===== config.mk =====
export PLATFORM = sky130hd
export DESIGN_NAME = counter_seek_arbiter
export DESIGN_NICKNAME = d
export VERILOG_FILES = /design/src/rtl/counter_ctrl_pkg.sv /design/src/rtl/updown_step_counter.sv /design/src/rtl/counter_seek_arbiter.sv
export SDC_FILE = /design/constraint.sdc
export NUM_CORES = 1
export LEC_CHECK = 0
export BUFFER_PORTS_ARGS = -buffer_cell sky130_fd_sc_hd__buf_2
export CORE_ASPECT_RATIO = 0.7
export CORE_MARGIN = 2
export CORE_UTILIZATION = 35
export CTS_BUF_LIST = sky130_fd_sc_hd__clkbuf_8
export DETAILED_ROUTE_END_ITERATION = 8
export PLACE_DENSITY = 0.56
export SYNTH_ARGS = -nofsm -noshare
export SYNTH_HDL_FRONTEND = slang
export SYNTH_SLANG_ARGS = --single-unit

===== constraint.sdc =====
create_clock -name clk -period 8.3 [get_ports clk]
set_clock_uncertainty 0.2 [all_clocks]
set_input_delay 1.66 -clock clk [delete_from_list [all_inputs] [get_ports clk]]
set_output_delay 1.66 -clock clk [all_outputs]
set_load 0.005 [all_outputs]

===== src/rtl/counter_ctrl_pkg.sv =====
// Shared types, direction constants and modular-distance helper for the seek counter.
package counter_ctrl_pkg;

  typedef enum logic [1:0] {IDLE, SEEK, DONE} state_e;

  localparam logic DIR_UP   = 1'b0;
  localparam logic DIR_DOWN = 1'b1;

  // Steps needed to go upward from a to b, modulo 2**width.
  function automatic logic [31:0] distance(input logic [31:0] a, input logic [31:0] b,
                                           input int unsigned width);
    logic [31:0] mask;
    mask = (width >= 32) ? 32'hffff_ffff : ((32'd1 << width) - 32'd1);
    return (b - a) & mask;
  endfunction

endpackage


===== src/rtl/updown_step_counter.sv =====
// Wrapping up/down counter that moves by 1 or 2 per enabled clock.
module updown_step_counter
  import counter_ctrl_pkg::*;
#(
  parameter int unsigned WIDTH = 4
) (
  input  logic             clk,
  input  logic             rst,
  input  logic             en,
  input  logic             step2,
  input  logic             down,
  output logic [WIDTH-1:0] q
);

  logic [WIDTH-1:0] q_q, q_d, step;

  always_comb begin
    step = step2 ? WIDTH'(2) : WIDTH'(1);
    q_d  = q_q;
    if (en) begin
      q_d = (down == DIR_DOWN) ? (q_q - step) : (q_q + step);
    end
  end

  always_ff @(posedge clk or posedge rst) begin
    if (rst) begin
      q_q <= '0;
    end else begin
      q_q <= q_d;
    end
  end

  assign q = q_q;

endmodule


===== src/rtl/counter_seek_arbiter.sv =====
// Two-requester round-robin front end that seeks a shared step counter to a requested target.
module counter_seek_arbiter
  import counter_ctrl_pkg::*;
#(
  parameter int unsigned WIDTH = 4
) (
  input  logic             clk,
  input  logic             rst,
  input  logic [1:0]       req_valid,
  input  logic [WIDTH-1:0] req_target0,
  input  logic [WIDTH-1:0] req_target1,
  output logic [1:0]       req_ready,
  output logic [WIDTH-1:0] count,
  output logic             busy,
  output logic             done,
  output logic             done_id
);

  state_e state_q, state_d;

  logic [WIDTH-1:0] tgt_q, tgt_d;
  logic             id_q, id_d;
  logic             last_q, last_d;
  logic             dir_q, dir_d;

  logic             grant;
  logic             hs;
  logic [WIDTH-1:0] sel_tgt;
  logic [WIDTH-1:0] up_dist, dn_dist;
  logic [WIDTH-1:0] rem;
  logic             cnt_en, cnt_step2;

  // Contention goes to whoever was not served last.
  always_comb begin
    grant   = (req_valid == 2'b11) ? ~last_q : req_valid[1];
    hs      = (state_q == IDLE) && (req_valid != 2'b00);
    sel_tgt = grant ? req_target1 : req_target0;
    up_dist = WIDTH'(distance(32'(count), 32'(sel_tgt), WIDTH));
    dn_dist = WIDTH'(distance(32'(sel_tgt), 32'(count), WIDTH));
    rem     = (dir_q == DIR_UP) ? WIDTH'(distance(32'(count), 32'(tgt_q), WIDTH))
                                : WIDTH'(distance(32'(tgt_q), 32'(count), WIDTH));
  end

  always_comb begin
    tgt_d  = tgt_q;
    id_d   = id_q;
    last_d = last_q;
    dir_d  = dir_q;
    if (hs) begin
      tgt_d  = sel_tgt;
      id_d   = grant;
      last_d = grant;
      dir_d  = (up_dist <= dn_dist) ? DIR_UP : DIR_DOWN;
    end
  end

  always_ff @(posedge clk or posedge rst) begin
    if (rst) begin
      tgt_q  <= '0;
      id_q   <= 1'b0;
      last_q <= 1'b1;
      dir_q  <= DIR_UP;
    end else begin
      tgt_q  <= tgt_d;
      id_q   <= id_d;
      last_q <= last_d;
      dir_q  <= dir_d;
    end
  end

  always_ff @(posedge clk or posedge rst) begin
    if (rst) begin
      state_q <= IDLE;
    end else begin
      state_q <= state_d;
    end
  end

  always_comb begin
    state_d = state_q;
    unique case (state_q)
      IDLE:    if (hs) state_d = SEEK;
      SEEK:    if (rem == '0) state_d = DONE;
      DONE:    state_d = IDLE;
      default: state_d = IDLE;
    endcase
  end

  always_comb begin
    req_ready = 2'b00;
    busy      = 1'b0;
    done      = 1'b0;
    done_id   = 1'b0;
    cnt_en    = 1'b0;
    cnt_step2 = 1'b0;
    unique case (state_q)
      IDLE: begin
        if (hs) req_ready = grant ? 2'b10 : 2'b01;
      end
      SEEK: begin
        busy      = 1'b1;
        cnt_en    = (rem != '0);
        cnt_step2 = (rem >= WIDTH'(2));
      end
      DONE: begin
        busy    = 1'b1;
        done    = 1'b1;
        done_id = id_q;
      end
      default: ;
    endcase
  end

  updown_step_counter #(
    .WIDTH(WIDTH)
  ) u_counter (
    .clk  (clk),
    .rst  (rst),
    .en   (cnt_en),
    .step2(cnt_step2),
    .down (dir_q),
    .q    (count)
  );

endmodule


## Word-level counts from Yosys, hierarchy flattened

Index checks and enable logic that the tools add are counted.

| storage, ports and cells | value |
|---|---|
| register bits after elaboration | 13 |
| bits of input ports | 12 |
| output and inout port bits | 9 |

| cells by class | value |
|---|---|
| add/sub/neg operators | 6 |
| $lt $le $gt $ge | 2 |
| equality and inequality tests | 5 |
| mux-type cells | 17 |
| bitwise gates (word level) | 1 |
| reduce and logical (&&, ||, !) cells | 7 |

Operator list:

| kind | number |
|---|---|
| $sub A4 B4 Y4 | 5 |
| $mux W2 | 6 |
| $mux W4 | 3 |
| $mux W1 | 7 |
| $add A4 B4 Y4 | 1 |
| $eq A2 B2 Y1 const B | 2 |
| $ge A4 B2 Y1 const B | 1 |
| $le A4 B4 Y1 | 1 |
| $logic_not A4 Y1 | 1 |
| $ne A2 B2 Y1 const B | 2 |
| $pmux W2 S2 | 1 |
| $reduce_bool A4 Y1 | 1 |
| $eq A2 B1 Y1 const B | 1 |
| $logic_not A2 Y1 | 1 |
| $reduce_and A2 Y1 | 1 |
| $reduce_bool A2 Y1 | 1 |
| $reduce_or A2 Y1 | 1 |
| $logic_and A1 B1 Y1 | 1 |
| $not A1 Y1 | 1 |

## Longest topological paths before layout

| depth | value |
|---|---|
| depth after elaboration | 7 |
| depth in mapped cells | 14 |

## Hierarchy

From an unflattened synthesis, not the netlist that was laid out.

| unflattened totals | value |
|---|---|
| cells, all modules | 138 |
| area total of the unflattened synthesis | 1268.7 um2 |

By module, submodules not included:

| module | instances | cells each | area an instance (um2) | sequential area each (um2) |
|---|---|---|---|---|
| counter_seek_arbiter | 1 | 112 | 1007.2 | 226.5 |
| updown_step_counter | 1 | 26 | 261.5 | 100.1 |

## Worst setup path after synthesis

Ideal clock, no wire load.

| timing | value |
|---|---|
| kind | input-to-output |
| start point | in req_valid[1] |
| end point | out req_ready[0] |
| data arrival time | 2.311 ns |
| data required time | 6.440 ns |
| setup slack | 4.129 ns |
| stages | 3 |
| buffers on the path | 1 |
| cells stage by stage | o21ai_0 > clkbuf_1 > nor2_1 |

| between the ends | value |
|---|---|
| word-level cells in the longest chain between the ends | 5 |

Ends and longest elaborated chain:

| element | RTL line | source |
|---|---|---|
| start: declaration | counter_seek_arbiter.sv:9 | `input logic [1:0] req_valid,` |
| $eq A2 B2 Y1 | counter_seek_arbiter.sv:35 | `grant = (req_valid == 2'b11) ? ~last_q : req_valid[1];` |
| $mux W1 | counter_seek_arbiter.sv:35 |  |
| $mux W2 | counter_seek_arbiter.sv:98 | `if (hs) req_ready = grant ? 2'b10 : 2'b01;` |
| $mux W2 * | counter_seek_arbiter.sv:98 |  |
| $mux W2 * | counter_seek_arbiter.sv:96 | `unique case (state_q)` |
| end: declaration | counter_seek_arbiter.sv:12 | `output logic [1:0] req_ready,` |

Mark *: on every way between the ends. The rest lies on a longest branch, timed or not.

## Final worst setup path

| timing | value |
|---|---|
| start point | in req_valid[1] |
| end point | out req_ready[1] |

Same word-level chain as after synthesis.

==> flow_summary_export.csv <==
group,metric,value,unit
placement,place_inst,195,
global_route,global_route.usage.met3,2.15,%
detailed_routing,routed_wl,2950,microns
synth,synthAdderAreaFrac,27.3,%
sta,finalSetupViolations,0,
layout,final_cell_mix,"ha_1 (20), buf_2 (20), inv_1 (19), dfrtp_1 (12)",
clock_network,clock_path_buffers,2,
layout,n_antenna_cell,0,
worst_setup_path,crit_end,"req_ready[1]",
synth,netlist_top_cells_area,"dfrtp_1 (23%), ha_1 (20%), fa_1 (7.8%)",
layout,syn_to_final_growth,15.6,%
synth,synth_warnings,0,
floorplan,ioPinCount,21,
run_status,status,"completed",
sta,layout_worst_path_cycle_share,51.5,%
synth,yosysUniqueCellTypes,35,
worst_setup_path,r2r-start,"u_counter.q[1]",
worst_setup_path,critPathLaunchType,"input pin",
detailed_routing,wl_per_cell,14.8,microns
synth,synth_fp_nets,163,
synth,synth_cells,126,
worst_setup_path,ff2ff_path_depth,12,
synth,synth_simple_gate_area_share,9.18,%
synth,synth_compound_area_share,18.6,%
worst_setup_path,timing_worst_setup_path_type,"in2out",
clock_network,cts-root-buf,"clkbuf_8",
detailed_routing,drtPass1Iterations,4,
synth,synth.area.mux_share,5.47,%
clock_network,cts_hold_buffers,0,
synth,synth-seq-cells,13,
layout,fillers,350,
floorplan,die_height,54.6,microns
layout,drive_gt1_share,22.8,%
sta,setup_tns,0,ps
clock_network,numCtsBuffers,3,
layout,multi_input_area,872,sq um
detailed_routing,ant_nets,0,
floorplan,initial_core_util,36.5,%
global_route,grtUsageMet1,22.2,%
sta,max_freq,234,MHz
worst_setup_path,crit_fanout,6,
floorplan,die_w,76.3,microns
clock_network,ctsHtreeMaxLevel,1,
clock_network,cts_setup_buffers,0,
clock_network,cts_sinks,13,
global_route,top_usage_layer,"met2",
worst_setup_path,startpoint,"req_valid[1]",
detailed_routing,vias_per_cell,4.85,
layout,finalNetCount,187,
clock_network,clk-insertion-delay-late,250,ps
worst_setup_path,critPathArrivalTime,2410,ps
synth,synth_edf_count,0,
sta,finalCriticalPeriod,4270,ps
global_route,grt_max_degree,14,
placement,place_congestion,0.757,
global_route,met2_usage,25.8,%
sta,drv_slew,0,
floorplan,fp-row-count,18,
synth,synth_top_family_by_area,"adder cells",
placement,hpwl,2400,microns
detailed_routing,first_iter_violations,33,
placement,io_buffers,20,
sta,report.final.hold_viol_count,0,
synth,netlist.area_leader.share,23.4,%
synth,synth_area_per_cell,10.2,sq um
global_route,antenna_found_initial,0,
clock_network,clkTransAtPathRegs,60,ps
synth,synth_ff_type,"dfrtp_1",
detailed_routing,drc_errors,0,
job,drv_cap,0,
worst_setup_path,worst-r2r-setup-slack,4470,ps
clock_network,cts_resized,0,
floorplan,coreArea,0.00351,sq mm
synth,seq_area_frac_synth,25.5,%
worst_setup_path,endpoint_kind,"output port",
layout,fin_cells,199,
worst_setup_path,r2r-end,"u_counter.q[3]",
global_route,grt_pass1_vias,1011,
synth,netlist_area,0.00128,sq mm
sta,worstMarginPinSlew,563,ps
worst_hold_path,hold_class,"reg2reg",
synth,synth.largest_area_cell,"dfrtp_1",
sta,rsz0062_at_grt,"no",
synth,async_flop_share,100,%
sta,max_slew_margin,62.4,%
layout,final_util,42.2,%
layout,seq_area,327,sq um
floorplan,die-area,0.00417,sq mm
global_route,grt_pass1_wl,4990,microns
worst_setup_path,required,6440,ps
clock_network,cts_tree,"built",
synth,synth-xor-area-share,7.52,%
global_route,grt.total_usage,15.7,%
detailed_routing,route.vias.total,965,
global_route,grt_overflow_total,0,
-- how the worst min path moves through the flow --
stage	startpoint	end	slack, ps	depth (start not counted)
after CTS	id_q	id_q	270	1
after global placement	id_q	id_q	250	1
after detailed placement	id_q	id_q	260	1
after global routing	id_q	id_q	320	1
final	id_q	id_q	270	1
after floorplan	id_q	id_q	240	1
-- Yosys cell counts, types with 2 or more instances --
library cell and count:
nand2_1 6, fa_1 5, xor2_1 6, inv_1 18, nor2_1 3, a21oi_1 3, ha_1 20, nor4_1 2
o21ai_1 2, a21o_1 6, nor3_1 2, mux2i_1 7, and2_1 3, xnor2_1 5, o21ai_0 7, dfrtp_1 12
-- flip-flops by register name (all words and copies together) (netlist names) --
| register | cells |
|---|---|
| dir_q | 1 |
| id_q | 1 |
| last_q | 1 |
| state_q | 2 |
| tgt_q | 4 |
| u_counter.q | 4 |
-- worst max-delay path, cell delays in order --
cell	delay (ps)
buf_2	130
a21boi_4	290
and2_1	210
buf_2	120
-- stage by stage --
| step | cell area, sq um | hold WS [ps] | setup slack [ps] |
|---|---|---|---|
| after global routing | 1480 | 325 | 3760 |
| after CTS | 1480 | 273 | 4020 |
| final | 1480 | 267 | 4030 |
| after detailed placement | 1440 | 259 | 3790 |
| after floorplan | 1280 | 241 | 4130 |
| after global placement | 1440 | 254 | 3970 |
-- cell type report --
type	instances	share of cell area (%)
Clock inverter	1	0.253
Clock buffer	3	2.79
Multi-Input combinational cell	93	58.9
Tap cell	50	4.22
Inverter	18	4.56
Sequential cell	13	22.0
Timing Repair Buffer	21	7.26
-- per-layer routing --
| metal | part of all wire, % | up-vias |
|---|---|---|
| met2 | 44 | 18 |
| met4 | 0.68 | 0 |
| met3 | 2.8 | 4 |
| li1 | - | 481 |
| met1 | 53 | 462 |
| met5 | 0 | - |
-- cell families (layout without fill, tap and decap cells) --
logic type      count (synthesis)  count (layout)
xor+xnor                       11              11
flops                          13              13
compound gates                 29              29
simple gates                   21              21
buf+inv                        20              43
fa+ha+maj                      25              25
mux                             7               7
Power is left out: the tool's default activity adds up to more than one toggle a clock period on the data nets, which glitch-free logic cannot reach.
